--- config.mk ---
export PLATFORM = sky130hd
export DESIGN_NAME = fp_mul_operand_queue
export DESIGN_NICKNAME = d
export VERILOG_FILES = /design/src/rtl/fp_mul_operand_queue.sv
export SDC_FILE = /design/constraint.sdc
export NUM_CORES = 1
export LEC_CHECK = 0
export ABC_AREA = 1
export CORE_MARGIN = 2
export CORE_UTILIZATION = 60
export DETAILED_ROUTE_END_ITERATION = 8
export PLACE_DENSITY = 0.9
export REMOVE_ABC_BUFFERS = 1
export SYNTH_ARGS = -nofsm -noshare
export SYNTH_HDL_FRONTEND = slang
export SYNTH_SLANG_ARGS = --single-unit
--- constraint.sdc ---
create_clock -name clk -period 12.3 [get_ports clk]
set_input_delay 1.23 -clock clk [delete_from_list [all_inputs] [get_ports clk]]
set_output_delay 1.23 -clock clk [all_outputs]
set_load 0.05 [all_outputs]
--- src/rtl/fp_mul_operand_queue.sv ---
// Operand-pair FIFO ahead of the single-precision multiplier.
// Classifies each operand on entry and presents the head pair first-word-fall-through.
module fp_mul_operand_queue #(
    parameter int unsigned DEPTH = 4,
    parameter int unsigned AW    = 2
) (
    input  logic          clk,
    input  logic          rst,
    input  logic          flush,
    input  logic          in_valid,
    output logic          in_ready,
    input  logic [31:0]   in_a,
    input  logic [31:0]   in_b,
    output logic          out_valid,
    input  logic          out_ready,
    output logic [31:0]   out_a,
    output logic [31:0]   out_b,
    output logic [2:0]    out_cls_a,
    output logic [2:0]    out_cls_b,
    output logic          out_sign,
    output logic          out_special,
    output logic [AW:0]   count,
    output logic          drop_sticky
);

    localparam logic [AW:0] FULL_COUNT = (AW + 1)'(DEPTH);
    localparam logic [2:0]  CLS_ZERO   = 3'd0;
    localparam logic [2:0]  CLS_DENORM = 3'd1;
    localparam logic [2:0]  CLS_NORMAL = 3'd2;
    localparam logic [2:0]  CLS_INF    = 3'd3;
    localparam logic [2:0]  CLS_NAN    = 3'd4;

    function automatic logic [2:0] classify(input logic [31:0] x);
        logic frac_nz;
        frac_nz = (x[22:0] != 23'd0);
        if (x[30:23] == 8'd0) begin
            classify = frac_nz ? CLS_DENORM : CLS_ZERO;
        end else if (x[30:23] == 8'hff) begin
            classify = frac_nz ? CLS_NAN : CLS_INF;
        end else begin
            classify = CLS_NORMAL;
        end
    endfunction

    logic [31:0]   a_mem   [DEPTH];
    logic [31:0]   b_mem   [DEPTH];
    logic [2:0]    cls_a_mem [DEPTH];
    logic [2:0]    cls_b_mem [DEPTH];

    logic [AW-1:0] wr_ptr_q, rd_ptr_q;
    logic [AW:0]   count_q;
    logic          drop_q;
    logic          wr_en, rd_en;

    assign in_ready  = (count_q != FULL_COUNT);
    assign out_valid = (count_q != '0);
    assign wr_en     = in_valid && in_ready;
    assign rd_en     = out_valid && out_ready;

    always_ff @(posedge clk) begin
        if (rst) begin
            wr_ptr_q <= '0;
            rd_ptr_q <= '0;
            count_q  <= '0;
            drop_q   <= 1'b0;
        end else begin
            // A producer ignoring backpressure is recorded even during a flush.
            if (in_valid && !in_ready) begin
                drop_q <= 1'b1;
            end
            if (flush) begin
                wr_ptr_q <= '0;
                rd_ptr_q <= '0;
                count_q  <= '0;
            end else begin
                if (wr_en) begin
                    wr_ptr_q <= wr_ptr_q + 1'b1;
                end
                if (rd_en) begin
                    rd_ptr_q <= rd_ptr_q + 1'b1;
                end
                if (wr_en && !rd_en) begin
                    count_q <= count_q + 1'b1;
                end else if (rd_en && !wr_en) begin
                    count_q <= count_q - 1'b1;
                end
            end
        end
    end

    always_ff @(posedge clk) begin
        if (wr_en && !rst && !flush) begin
            a_mem[wr_ptr_q]     <= in_a;
            b_mem[wr_ptr_q]     <= in_b;
            cls_a_mem[wr_ptr_q] <= classify(in_a);
            cls_b_mem[wr_ptr_q] <= classify(in_b);
        end
    end

    // Storage is not reset, so the head is masked to zero while the queue is empty.
    always_comb begin
        out_a     = '0;
        out_b     = '0;
        out_cls_a = CLS_ZERO;
        out_cls_b = CLS_ZERO;
        if (out_valid) begin
            out_a     = a_mem[rd_ptr_q];
            out_b     = b_mem[rd_ptr_q];
            out_cls_a = cls_a_mem[rd_ptr_q];
            out_cls_b = cls_b_mem[rd_ptr_q];
        end
    end

    assign out_sign    = out_a[31] ^ out_b[31];
    assign out_special = out_valid && ((out_cls_a != CLS_NORMAL) || (out_cls_b != CLS_NORMAL));
    assign count       = count_q;
    assign drop_sticky = drop_q;

endmodule

# Word level (Yosys, flattened, before mapping)
# Memories as Yosys holds them, arrays and structs flattened. A register that Yosys moved wholly into a read port is not among the register bits.
# Cells that the tools add are included.
# totals
ramBits	280
input_bits	69
reg_bits	8
word_cells	65
memories	4
# classes
n_mux	26
n_eq_ne	5
bitwise_logic	1
add_sub_neg	4
reduce_logical	21
# mem_list
name	depth	word_bits	rd	rd_clocked_by_memory_dff	write_ports	line_no	rtl
a_mem	4	32	1	1	1	45	logic [31:0] a_mem [DEPTH];
b_mem	4	32	1	1	1	46	logic [31:0] b_mem [DEPTH];
cls_a_mem	4	3	1	1	1	47	logic [2:0] cls_a_mem [DEPTH];
cls_b_mem	4	3	1	1	1	48	logic [2:0] cls_b_mem [DEPTH];
# op_table
cell	n
2-to-1 mux 32 bit	2
nonzero test 23 bit	2
2-to-1 mux 3 bit	12
equality test 8 bit (second input constant)	2
logical NOT 8 bit	2
2-to-1 mux 2 bit	8
logical AND 1 bit	8
!= test 3 x 2 -> 1 bit (second input constant)	2
logical NOT 1 bit	5
adder 2 x 1 -> 2 bit (second input constant)	2
2-to-1 mux 1 bit	4
adder 3 x 1 -> 3 bit (second input constant)	1
!= test 3 bit (second input constant)	1
nonzero test 3 bit	1
subtractor 3 x 1 -> 3 bit (second input constant)	1
nonzero test 2 bit	1
OR reduction 2 bit	1
logical OR 1 bit	1
bitwise XOR 1 bit	1

# Longest topological paths before layout
# depth
word_depth	6
ltp_mapped	11

# Worst setup path before layout
# No wires, ideal clock.
# synth_path
path_type	reg-to-reg
start	reg count_q[0] (netlist: count[0])
end	mem a_mem[0][0], enable pin
arrival_ns	4.632
setup_ns	0.499
setup_slack_ns	7.169
period_less_slack_ns	5.131
path_stages_with_launch	7
path_buffers	0
path_cell_list	dfxtp_1 > inv_1 > nand3_1 > nand2_1 > inv_1 > nand2_1 > nor2_1
# synth_between
elab_chain_cells	6
# synth_rtl
element	line_no	rtl
start, declared	51	logic [AW:0] count_q;
start signal, assigned	83	count_q <= count_q + 1'b1;
start signal, assigned	85	count_q <= count_q - 1'b1;
!= test 3 bit	55	assign in_ready = (count_q != FULL_COUNT);
net in_ready	11	output logic in_ready,
logical AND 1 bit	57	assign wr_en = in_valid && in_ready;
net wr_en	53	logic wr_en, rd_en;
logical AND 1 bit (2 in a row)	92	if (wr_en && !rst && !flush) begin
2-to-1 mux 1 bit	92	
2-to-1 mux 1 bit (implied by the code)	93	a_mem[wr_ptr_q] <= in_a;
end, declared	45	
# The timed path passes the listed nets, and every way through them passes these cells.

==> flow_metrics.tcl <==
set metrics [dict create \
    numCtsBuffers 28 \
    die_width_um 144 \
    rsz0062_at_grt "no" \
    endpoint_kind "output pin" \
    track_usage_pct 24.3 \
    worst-path-buf-inv 3 \
    clock_sinks 290 \
    period_share_pct 44.5 \
    overflow 0 \
    avgSynthCellArea_um2 12.0 \
    drc 0 \
    seqCellArea_um2 8620 \
    worstPathCellList "buf_4, inv_8, nand2_1, nand3_1, nand2_1, nor2_1, a21oi_1, clkdlybuf4s50_1" \
    dp_worst_setup_slack_ns 7.51 \
    viasPerCell 5.61 \
    ys_types 28 \
    num_vias 7816 \
    h-tree-depth 1 \
    grt_max_degree 141 \
    crit_type "flip-flop to output pin" \
    areaGrowthSynthToFinish_pct 21.1 \
    antenna_found_initial 1 \
    p_leak_nw 4.81 \
    critPathMaxFanout 140 \
    port_buffers 146 \
    clkLatencyLatePin_ns 0.55 \
    drive_gt1_share_pct 6.57 \
    min_period_ns 5.47 \
    crit_slowest_cell "buf_4" \
    cts_setup_buffers 0 \
    post_drt_wl_per_cell_um 18.1 \
    worst_slew_pin_slew_ns 0.992 \
    dpl.hpwl_mm 13.7 \
    final_nets 1180 \
    ys_warn_count 0 \
    relSlewSlack_pct 33.9 \
    first_pass_iters 5 \
    fin_ws_ns 6.83 \
    cts_buffer_depth 3 \
    peakVddDrop_uv 120 \
    die_area_um2 20700 \
    setup_tns_ns 0 \
    drt_iter0_markers 849 \
    setup_violations 0 \
    pin_count 147 \
    syn-cell-area_um2 11700 \
    worstPathRequired_ns 11.07 \
    crit_family "buffers and inverters" \
    core_um2 19300 \
    cp.arrival_ns 4.24 \
    slowest_delay_ns 0.87 \
    max_freq_mhz 183 \
    cts_tree "done" \
    worst_setup_path_start_kind "flip-flop" \
    finClkSkew_ns 0.0173 \
    hold_path_class "flip-flop to flip-flop" \
    drt_wl_total_mm 25.3 \
    gp_congestion 0.748 \
    hold_buffers 0 \
    synth_cells 975 \
    ant_nets 0 \
    clockRootBuffer "clkbuf_16" \
    multi_input_area_um2 2740 \
    postSynthRegisterBits 290 \
    status "finished, final reports clean" \
    ys_seq_area_share_pct 73.3 \
    critPathMostFrequentCell "nand2_1" \
    drv_cap 0 \
    fill_cells 1175 \
    path_clk_slew_ns 0.06 \
    initial_core_util_pct 60.8 \
    p_per_area_nw_per_um2 160 \
    die_y_um 144 \
    hold_violations 0 \
    grt_pass1_vias 7747 \
    cts_resized 0 \
    grt_pass1_wl_mm 38.8 \
    row_count 51 \
    drv_slew 0 \
]
-- layer usage --
layer,vias up,share of wire [%],global-route usage (%)
li1,3686,-,-
met1,3719,39,31.9
met2,358,50,41.3
met3,53,9.0,4.77
met4,0,2.2,7.69
met5,-,0,0
-- area by class of cell --
class                           instances  share of cell area (%)
Clock buffer                           33                    5.06
Multi-Input combinational cell        607                    19.2
Inverter                               25                   0.712
Timing Repair Buffer                  153                    10.6
Sequential cell                       290                    60.6
Antenna cell                            2                  0.0352
Clock inverter                         19                    1.42
Tap cell                              265                    2.33
-- stage by stage --
step                area, µm²  hold WS, ns  cells  util [%]  power, mW
floorplan               11400        0.433    922         -       1.32
global placement        13300        0.434   1340      68.8       1.44
detailed placement      13300        0.445   1340      68.8       1.44
CTS                     14200        0.458   1392      73.5       2.28
global route            14200        0.474   1392      73.5       2.34
finish                  14200        0.453   1394      73.6       2.28
-- logic make-up (layout without fill, tap and decap cells) --
kind of cell	count (synthesis)	in the layout	share of synthesized area, %
simple gates	394	394	13.5
flops	290	290	73.3
compound gates	206	206	8.78
buf+inv	78	230	3.69
fa+ha+maj	6	6	0.703
xor+xnor	1	1	0.0746
other cells	0	2	0
-- flip-flops by register name (all words and copies together), names as in the netlist, named ones only --
register	cells
rd_ptr_q	2
b_mem	128
count	3
drop_sticky	1
a_mem	128
cls_a_mem	12
cls_b_mem	12
wr_ptr_q	2
-- worst min-delay path: cells and delay by family (launching register included) --
family / cells / cell delay (ns)
AO/OA/AOI/OAI: 1 / 0.05
buffers and inverters: 1 / 0.05
flip-flops: 1 / 0.31
-- final timing paths --
check / depth (start not counted) / endpoint / slack (ns) / start
setup / recovery: 8 / out_special / 6.83 / flip-flop
hold / removal: 2 / drop_sticky$_SDFFE_PP0P_ / 0.45 / drop_sticky$_SDFFE_PP0P_
setup reg to reg: 7 / b_mem[0][1]$_DFFE_PP_ / 9.37 / count[0]$_SDFFE_PP0P_
hold reg to reg: 2 / drop_sticky$_SDFFE_PP0P_ / 0.45 / drop_sticky$_SDFFE_PP0P_
-- power by group --
part	switching, mW	internal [mW]
clock	0.366	0.486
combinational	0.224	0.0985
sequential	0.00704	1.10
total	0.597	1.68
-- cells in the mapped netlist, drive strengths merged --
| cell | instances | area (µm²) |
|---|---|---|
| a21oi | 76 | 380 |
| and2 | 1 | 6.26 |
| buf | 38 | 275 |
| clkbuf | 15 | 56.3 |
| dfxtp | 10 | 200 |
| edfxtp | 280 | 8410 |
| fa | 1 | 20.0 |
| ha | 5 | 62.6 |
| inv | 25 | 101 |
| nand2 | 65 | 257 |
| nand3 | 20 | 115 |
| nand4 | 7 | 43.8 |
| nor2 | 293 | 1110 |
| nor3 | 2 | 10.0 |
| nor4 | 2 | 12.5 |
| o21ai | 130 | 651 |
| or2 | 4 | 25.0 |
| xor2 | 1 | 8.76 |
-- cells in the final DEF (no fill, tap or decap), types with 3 or more instances in the layout --
| master | netlist | layout |
|---|---|---|
| a21oi_1 | 76 | 76 |
| buf_4 | 14 | 7 |
| bufinv_16 | 0 | 3 |
| clkbuf_1 | 15 | 5 |
| clkbuf_16 | 0 | 28 |
| clkdlybuf4s50_1 | 0 | 146 |
| clkinv_1 | 0 | 3 |
| clkinv_2 | 0 | 5 |
| clkinvlp_4 | 0 | 4 |
| dfxtp_1 | 10 | 8 |
| edfxtp_1 | 280 | 280 |
| ha_1 | 5 | 5 |
| inv_1 | 22 | 22 |
| nand2_1 | 60 | 60 |
| nand2_2 | 5 | 5 |
| nand3_1 | 17 | 17 |
| nand3_2 | 3 | 3 |
| nand4_1 | 7 | 7 |
| nor2_1 | 291 | 287 |
| nor2_4 | 2 | 6 |
| o21ai_0 | 113 | 113 |
| o21ai_1 | 17 | 17 |
| or2_2 | 4 | 4 |
Note: power is estimated with default switching activity, not from simulation.
